--- src/rtl/periph_dma_master.sv ---
// periph_dma_master
//   Word-copy DMA initiator on the peripherals io_* bus. A CPU pulse on start
//   latches src/dst/len. The engine then reads one word from src, writes it to
//   dst, and advances both by 4. It repeats this until len words are moved,
//   then pulses done_int. Misaligned addresses, a beat timeout, or an abort
//   end the transfer in ERR and set the sticky err flag.
// Ports
//   pclk, rst_n         clock, async active-low reset
//   start, abort        CPU control (start pulse / stop request)
//   src_addr, dst_addr  word-aligned byte addresses
//   len                 number of 32-bit words to copy
//   busy, done_int, err status to the CPU
//   io_addr, io_read, io_write, io_wdata, io_byte_size, read_ready
//                       request side of the bus
//   io_rdata, io_ready  responder side of the bus
module periph_dma_master #(
   parameter int LEN_W   = 16,
   parameter int TIMEOUT = 1024,
   parameter int XLEN    = 32,
   parameter int DATA_W  = 32
) (
   input  logic              pclk,
   input  logic              rst_n,
   input  logic              start,
   input  logic              abort,
   input  logic [XLEN-1:0]   src_addr,
   input  logic [XLEN-1:0]   dst_addr,
   input  logic [LEN_W-1:0]  len,
   output logic              busy,
   output logic              done_int,
   output logic              err,
   output logic [XLEN-1:0]   io_addr,
   output logic              io_read,
   output logic              io_write,
   output logic [DATA_W-1:0] io_wdata,
   output logic [1:0]        io_byte_size,
   output logic              read_ready,
   input  logic [DATA_W-1:0] io_rdata,
   input  logic              io_ready
);

   localparam int TW = $clog2(TIMEOUT + 1);

   typedef enum logic [2:0] {
      S_IDLE, S_RD_REQ, S_RD_ACK, S_WR_REQ, S_GAP, S_DONE, S_ERR
   } state_t;

   state_t             state, state_n;
   logic [XLEN-1:0]    src, dst;
   logic [LEN_W-1:0]   cnt;
   logic [DATA_W-1:0]  rd_buf;
   logic [TW-1:0]      timer;
   logic               err_q;
   logic               abort_pend;   // abort seen outside a request state
   logic               gap_after_rd; // selects where GAP goes next
   logic               tmo;
   logic               abort_any;

   assign tmo       = (timer == TW'(TIMEOUT - 1)) && !io_ready;
   assign abort_any = abort | abort_pend;

   // Outputs decode straight from state, so an async reset drops them at once.
   always_comb begin
      state_n      = state;
      io_addr      = '0;
      io_read      = 1'b0;
      io_write     = 1'b0;
      io_wdata     = '0;
      io_byte_size = 2'd0;
      read_ready   = 1'b0;
      done_int     = 1'b0;
      case (state)
         S_IDLE: begin
            if (start) begin
               if ((|src_addr[1:0]) || (|dst_addr[1:0])) state_n = S_ERR;
               else if (len == '0)                       state_n = S_DONE;
               else                                      state_n = S_RD_REQ;
            end
         end
         S_RD_REQ: begin
            io_read      = 1'b1;
            io_addr      = src;
            io_byte_size = 2'd2;
            // Abort beats a completing beat: nothing downstream has started yet.
            if (abort)         state_n = S_ERR;
            else if (io_ready) state_n = S_RD_ACK;
            else if (tmo)      state_n = S_ERR;
         end
         S_RD_ACK: begin
            read_ready = 1'b1;
            state_n    = abort_any ? S_ERR : S_GAP;
         end
         S_WR_REQ: begin
            io_write     = 1'b1;
            io_addr      = dst;
            io_wdata     = rd_buf;
            io_byte_size = 2'd2;
            if (abort)         state_n = S_ERR;
            else if (io_ready) state_n = S_GAP;
            else if (tmo)      state_n = S_ERR;
         end
         S_GAP: begin
            // Hold until the responder releases io_ready so its decode can drop.
            if (!io_ready) begin
               if (abort_any)         state_n = S_ERR;
               else if (gap_after_rd) state_n = S_WR_REQ;
               else if (cnt == '0)    state_n = S_DONE;
               else                   state_n = S_RD_REQ;
            end
         end
         S_DONE: begin
            done_int = 1'b1;
            state_n  = S_IDLE;
         end
         S_ERR:   state_n = S_IDLE;
         default: state_n = S_IDLE;
      endcase
   end

   assign busy = (state != S_IDLE) && (state != S_ERR);
   assign err  = err_q;

   always_ff @(posedge pclk or negedge rst_n) begin
      if (!rst_n) begin
         state        <= S_IDLE;
         src          <= '0;
         dst          <= '0;
         cnt          <= '0;
         rd_buf       <= '0;
         timer        <= '0;
         err_q        <= 1'b0;
         abort_pend   <= 1'b0;
         gap_after_rd <= 1'b0;
      end else begin
         state <= state_n;

         case (state)
            S_IDLE: begin
               abort_pend <= 1'b0;
               if (start) begin
                  err_q <= 1'b0;
                  src   <= src_addr;
                  dst   <= dst_addr;
                  cnt   <= len;
               end
            end
            S_RD_REQ: if (io_ready) rd_buf <= io_rdata;
            S_RD_ACK: begin
               gap_after_rd <= 1'b1;
               if (abort) abort_pend <= 1'b1;
            end
            S_WR_REQ: begin
               gap_after_rd <= 1'b0;
               if (io_ready && !abort) begin
                  src <= src + XLEN'(4);
                  dst <= dst + XLEN'(4);
                  cnt <= cnt - LEN_W'(1);
               end
            end
            S_GAP: if (abort) abort_pend <= 1'b1;
            default: ;
         endcase

         // Set after the IDLE clear so a misaligned start still flags.
         if (state_n == S_ERR && state != S_ERR) err_q <= 1'b1;

         if ((state_n == S_RD_REQ || state_n == S_WR_REQ) && state_n != state)
            timer <= '0;
         else if ((state == S_RD_REQ || state == S_WR_REQ) && !io_ready)
            timer <= timer + TW'(1);
      end
   end

endmodule

--- config.mk ---
export PLATFORM = sky130hd
export DESIGN_NAME = periph_dma_master
export DESIGN_NICKNAME = d
export VERILOG_FILES = /design/src/rtl/periph_dma_master.sv
export SDC_FILE = /design/constraint.sdc
export NUM_CORES = 1
export LEC_CHECK = 0
export ABC_AREA = 1
export BUFFER_PORTS_ARGS = -buffer_cell sky130_fd_sc_hd__buf_4
export CORE_AREA = 2 2 97 169
export CTS_CLUSTER_SIZE = 25
export DETAILED_ROUTE_END_ITERATION = 10
export DIE_AREA = 0 0 99 171
export MAX_ROUTING_LAYER = met4
export PLACE_DENSITY = 0.78
export SETUP_SLACK_MARGIN = 0.02
export SKIP_LAST_GASP = 1
export SLEW_MARGIN = 20
export SYNTH_ARGS = -nofsm -noshare
export SYNTH_HDL_FRONTEND = slang
export SYNTH_SLANG_ARGS = --single-unit
--- constraint.sdc ---
create_clock -name pclk -period 2.2 [get_ports pclk]
set_input_delay 0.33 -clock pclk [delete_from_list [all_inputs] [get_ports pclk]]
set_output_delay 0.33 -clock pclk [all_outputs]
set_load 0.01 [all_outputs]
==> results_dict.tcl <==
set metrics [dict create \
    outcome "finished, final reports clean" \
    crit_fanout 31 \
    rows 61 \
    layoutNonFillerInstCount 1709 \
    synthesis.nets 1439 \
    worstSetupStartpointType "register" \
    routed_wl_um 28520 \
    hp-start "io_rdata[29]" \
    synth.top_cell.area_share 0.3828 \
    core_um2 15650 \
    netlist_instances 1317 \
    yosysWarningCount 0 \
    synth.distinct_cells 34 \
    path_cells "nor2_4 -> buf_12 -> inv_16 -> buf_12 -> o22ai_1 -> buf_4" \
    finClkSkew_ns 0.01019 \
    cts_tree "done" \
    r2r_start "dst[2]$_DFFE_PN0P_" \
    cts_root_buf "clkbuf_16" \
    yosysTopAreaCell "dfrtp_1" \
    ys_top_cells_by_area "dfrtp_1, nand2_1, nor2_1, inv_1, o21ai_0" \
    end_kind "output port" \
    worstPathArrival_ns 1.82 \
    crit_top_cell "buf_12" \
    power_density_nw_per_um2 1124 \
    grt_setup_unrepaired "true" \
    drtPass1Iterations 6 \
    vdd_drop_max_mv 0.6241 \
    num_io_pins 189 \
    layout_common_cells "nand2_1, nor2_1, buf_4" \
    whs_ns 0.1184 \
    routedWlPerCell_um 16.69 \
    cts_buffers 17 \
    worst_pin_slew_ns 0.6473 \
    worstPathRequired_ns 1.87 \
    synth.avg_cell_area_um2 6.402 \
    p_leak_nw 5.563 \
    r2r_end "dst[20]$_DFFE_PN0P_" \
    die_w_um 99 \
    max_stage_delay_ns 0.47 \
    clock_latency_ns 0.42 \
    gp_congestion 1.037 \
    diodes 0 \
    rrSetupSlack_ns 0.21 \
    h-tree-depth 4 \
    final_common_cell "nand2_1" \
    drc 0 \
    initial_core_util 0.5389 \
    ys_ff_latch 129 \
    clk_path_buf_depth 2 \
    cts_sinks 129 \
    clk_pin_slew_ns 0.06 \
    die_y_um 171 \
    fin_setup_tns_ns 0 \
    power_mw 12.34 \
    critPathTopFamily "buffers and inverters" \
    synth_area_um2 8432 \
    vias 9448 \
    place_hpwl_um 20860 \
    layout_min_cycle_time_ns 2.148 \
    area_growth_pct 30.26 \
    fin_crit_sh 0.9762 \
    portBuffers 187 \
    hold_path.class "in -> reg" \
    die-area_um2 16930 \
    hold_violations 0 \
    r2r_cells 8 \
    cap_violations 0 \
    drive_above_1_share 0.1849 \
    first_global_vias 9152 \
    antenna_found_initial 0 \
    path_buf_inv 4 \
    grt_pass1_wl_um 44710 \
    hold_depth 3 \
    cp_slowest_cell "dfrtp_2" \
    grt_start_max_net_pins 99 \
    nets 1629 \
    slew-limit-headroom 0.5678 \
    fmax_ghz 0.4656 \
    grt_usage 0.3458 \
    drt_iter0_drc 666 \
    grt_overflow_total 0 \
    ant_nets 0 \
    setup_viol 0 \
    drv_slew 0 \
    dp.cells 1671 \
    worstHoldEndpoint "rd_buf[29]$_DFFE_PN0P_" \
    fin_util 0.7020 \
    path_class "reg -> out" \
    via_per_inst 5.528 \
    seq_area_frac_synth 0.3828 \
]
[sequential cells by signal, indices dropped and copies added, names as in the netlist]
| register | flops |
|---|---|
| timer | 11 |
| state | 3 |
| err | 1 |
| dst | 32 |
| abort_pend | 1 |
| gap_after_rd | 1 |
| rd_buf | 32 |
| cnt | 16 |
| src | 32 |
[metal layers]
metal | track usage | wire, um | up-vias
li1 | - | - | 4560
met1 | 0.3692 | 10060 | 4311
met2 | 0.5899 | 14690 | 458
met3 | 0.05229 | 1905 | 119
met4 | 0.2257 | 1867 | 0
met5 | - | 0 | -
[final cells by class]
type	instances	area, um^2
well taps	189	236.5
flip-flops and latches	129	3232
clock buffers	19	432.9
inverters	167	643.1
multi-input cells	969	4379
fillers	1367	4663
repair buffers	223	1851
clock inverters	13	209.0
[synthesized netlist by cell type]
master    instances
a22oi_1           6
xnor2_1           4
o211ai_1          4
a32oi_1           2
nand4_1          15
nand2_2           1
inv_2             5
nor3_1           20
conb_1            1
nand3_1          87
buf_1             2
dfrtp_1         129
a31o_2            1
o21ai_1           8
nor2_4            1
nand2_1         369
clkbuf_1         13
nor2_1          242
inv_1           162
nor2_2            5
o21ai_0         118
buf_6             1
a31oi_1           8
buf_4             4
mux2_2            1
a22o_1            2
xor2_1           11
ha_1              5
a211oi_1          1
a21oi_2           1
nand2_4           1
o22ai_1          29
buf_2            32
a21oi_1          26
[where the power goes]
part           switching (mW)  total [mW]  internal (mW)  leakage, nW
combinational            3.16        4.85           1.69         3.75
clock                    1.10        3.12           2.02        0.304
sequential              0.936        4.38           3.44         1.51
total                    5.20        12.3           7.14         5.56
[per-stage QoR]
step / instance area [um^2] / setup slack [ns]
2_1_floorplan: 8432 / 0.4605
3_3_place_gp: 10120 / 0.1295
3_5_place_dp: 10120 / 0.1223
4_1_cts: 10850 / -0.02424
5_1_grt: 10980 / -0.01550
6_report: 10980 / 0.05242
[what timing repair did]
item,in CTS,in global routing
hold buffers,1,0
gates resized for setup,12,16
buffers inserted,0,2
endpoints found under the hold margin,31,0
pin swaps,0,0
cloned,1,2
endpoints found under the setup margin,64,44
[how the worst max path moves through the flow]
stage | startpoint | end | slack (ns) | cells past startpoint
floorplan | state[0]$_DFF_PN0_ | io_addr[10] | 0.46 | 7
global placement | dst[2]$_DFFE_PN0P_ | dst[26]$_DFFE_PN0P_ | 0.13 | 10
detailed placement | dst[2]$_DFFE_PN0P_ | dst[18]$_DFFE_PN0P_ | 0.12 | 9
CTS | state[0]$_DFF_PN0_ | io_addr[19] | -0.02 | 7
global route | state[0]$_DFF_PN0_ | io_addr[30] | -0.02 | 7
finish | state[2]$_DFF_PN0_ | io_addr[25] | 0.05 | 6
[kinds of logic (layout without fill, tap and decap cells)]
kind of cell | Yosys count | in the layout | synth area share
and+or+nand+nor | 741 | 741 | 0.3538
buffers and inverters | 219 | 422 | 0.1049
AOI/OAI and AO/OA | 206 | 206 | 0.1337
DFF | 129 | 129 | 0.3828
xor gates and xnor gates | 15 | 15 | 0.01558
adders and majority gates | 5 | 5 | 0.007419
other | 1 | 1 | 0.0004447
muxes | 1 | 1 | 0.001335
[worst reg2reg max path, cell delays in order, from the launching register on]
cell	delay, ns
dfrtp_2	0.43
ha_1	0.21
nand2_1	0.13
nor2_4	0.21
nand3_1	0.23
nor3_1	0.35
o21ai_0	0.14
nor2_1	0.10
a21oi_1	0.04
Note: power is estimated with default switching activity, not from simulation.
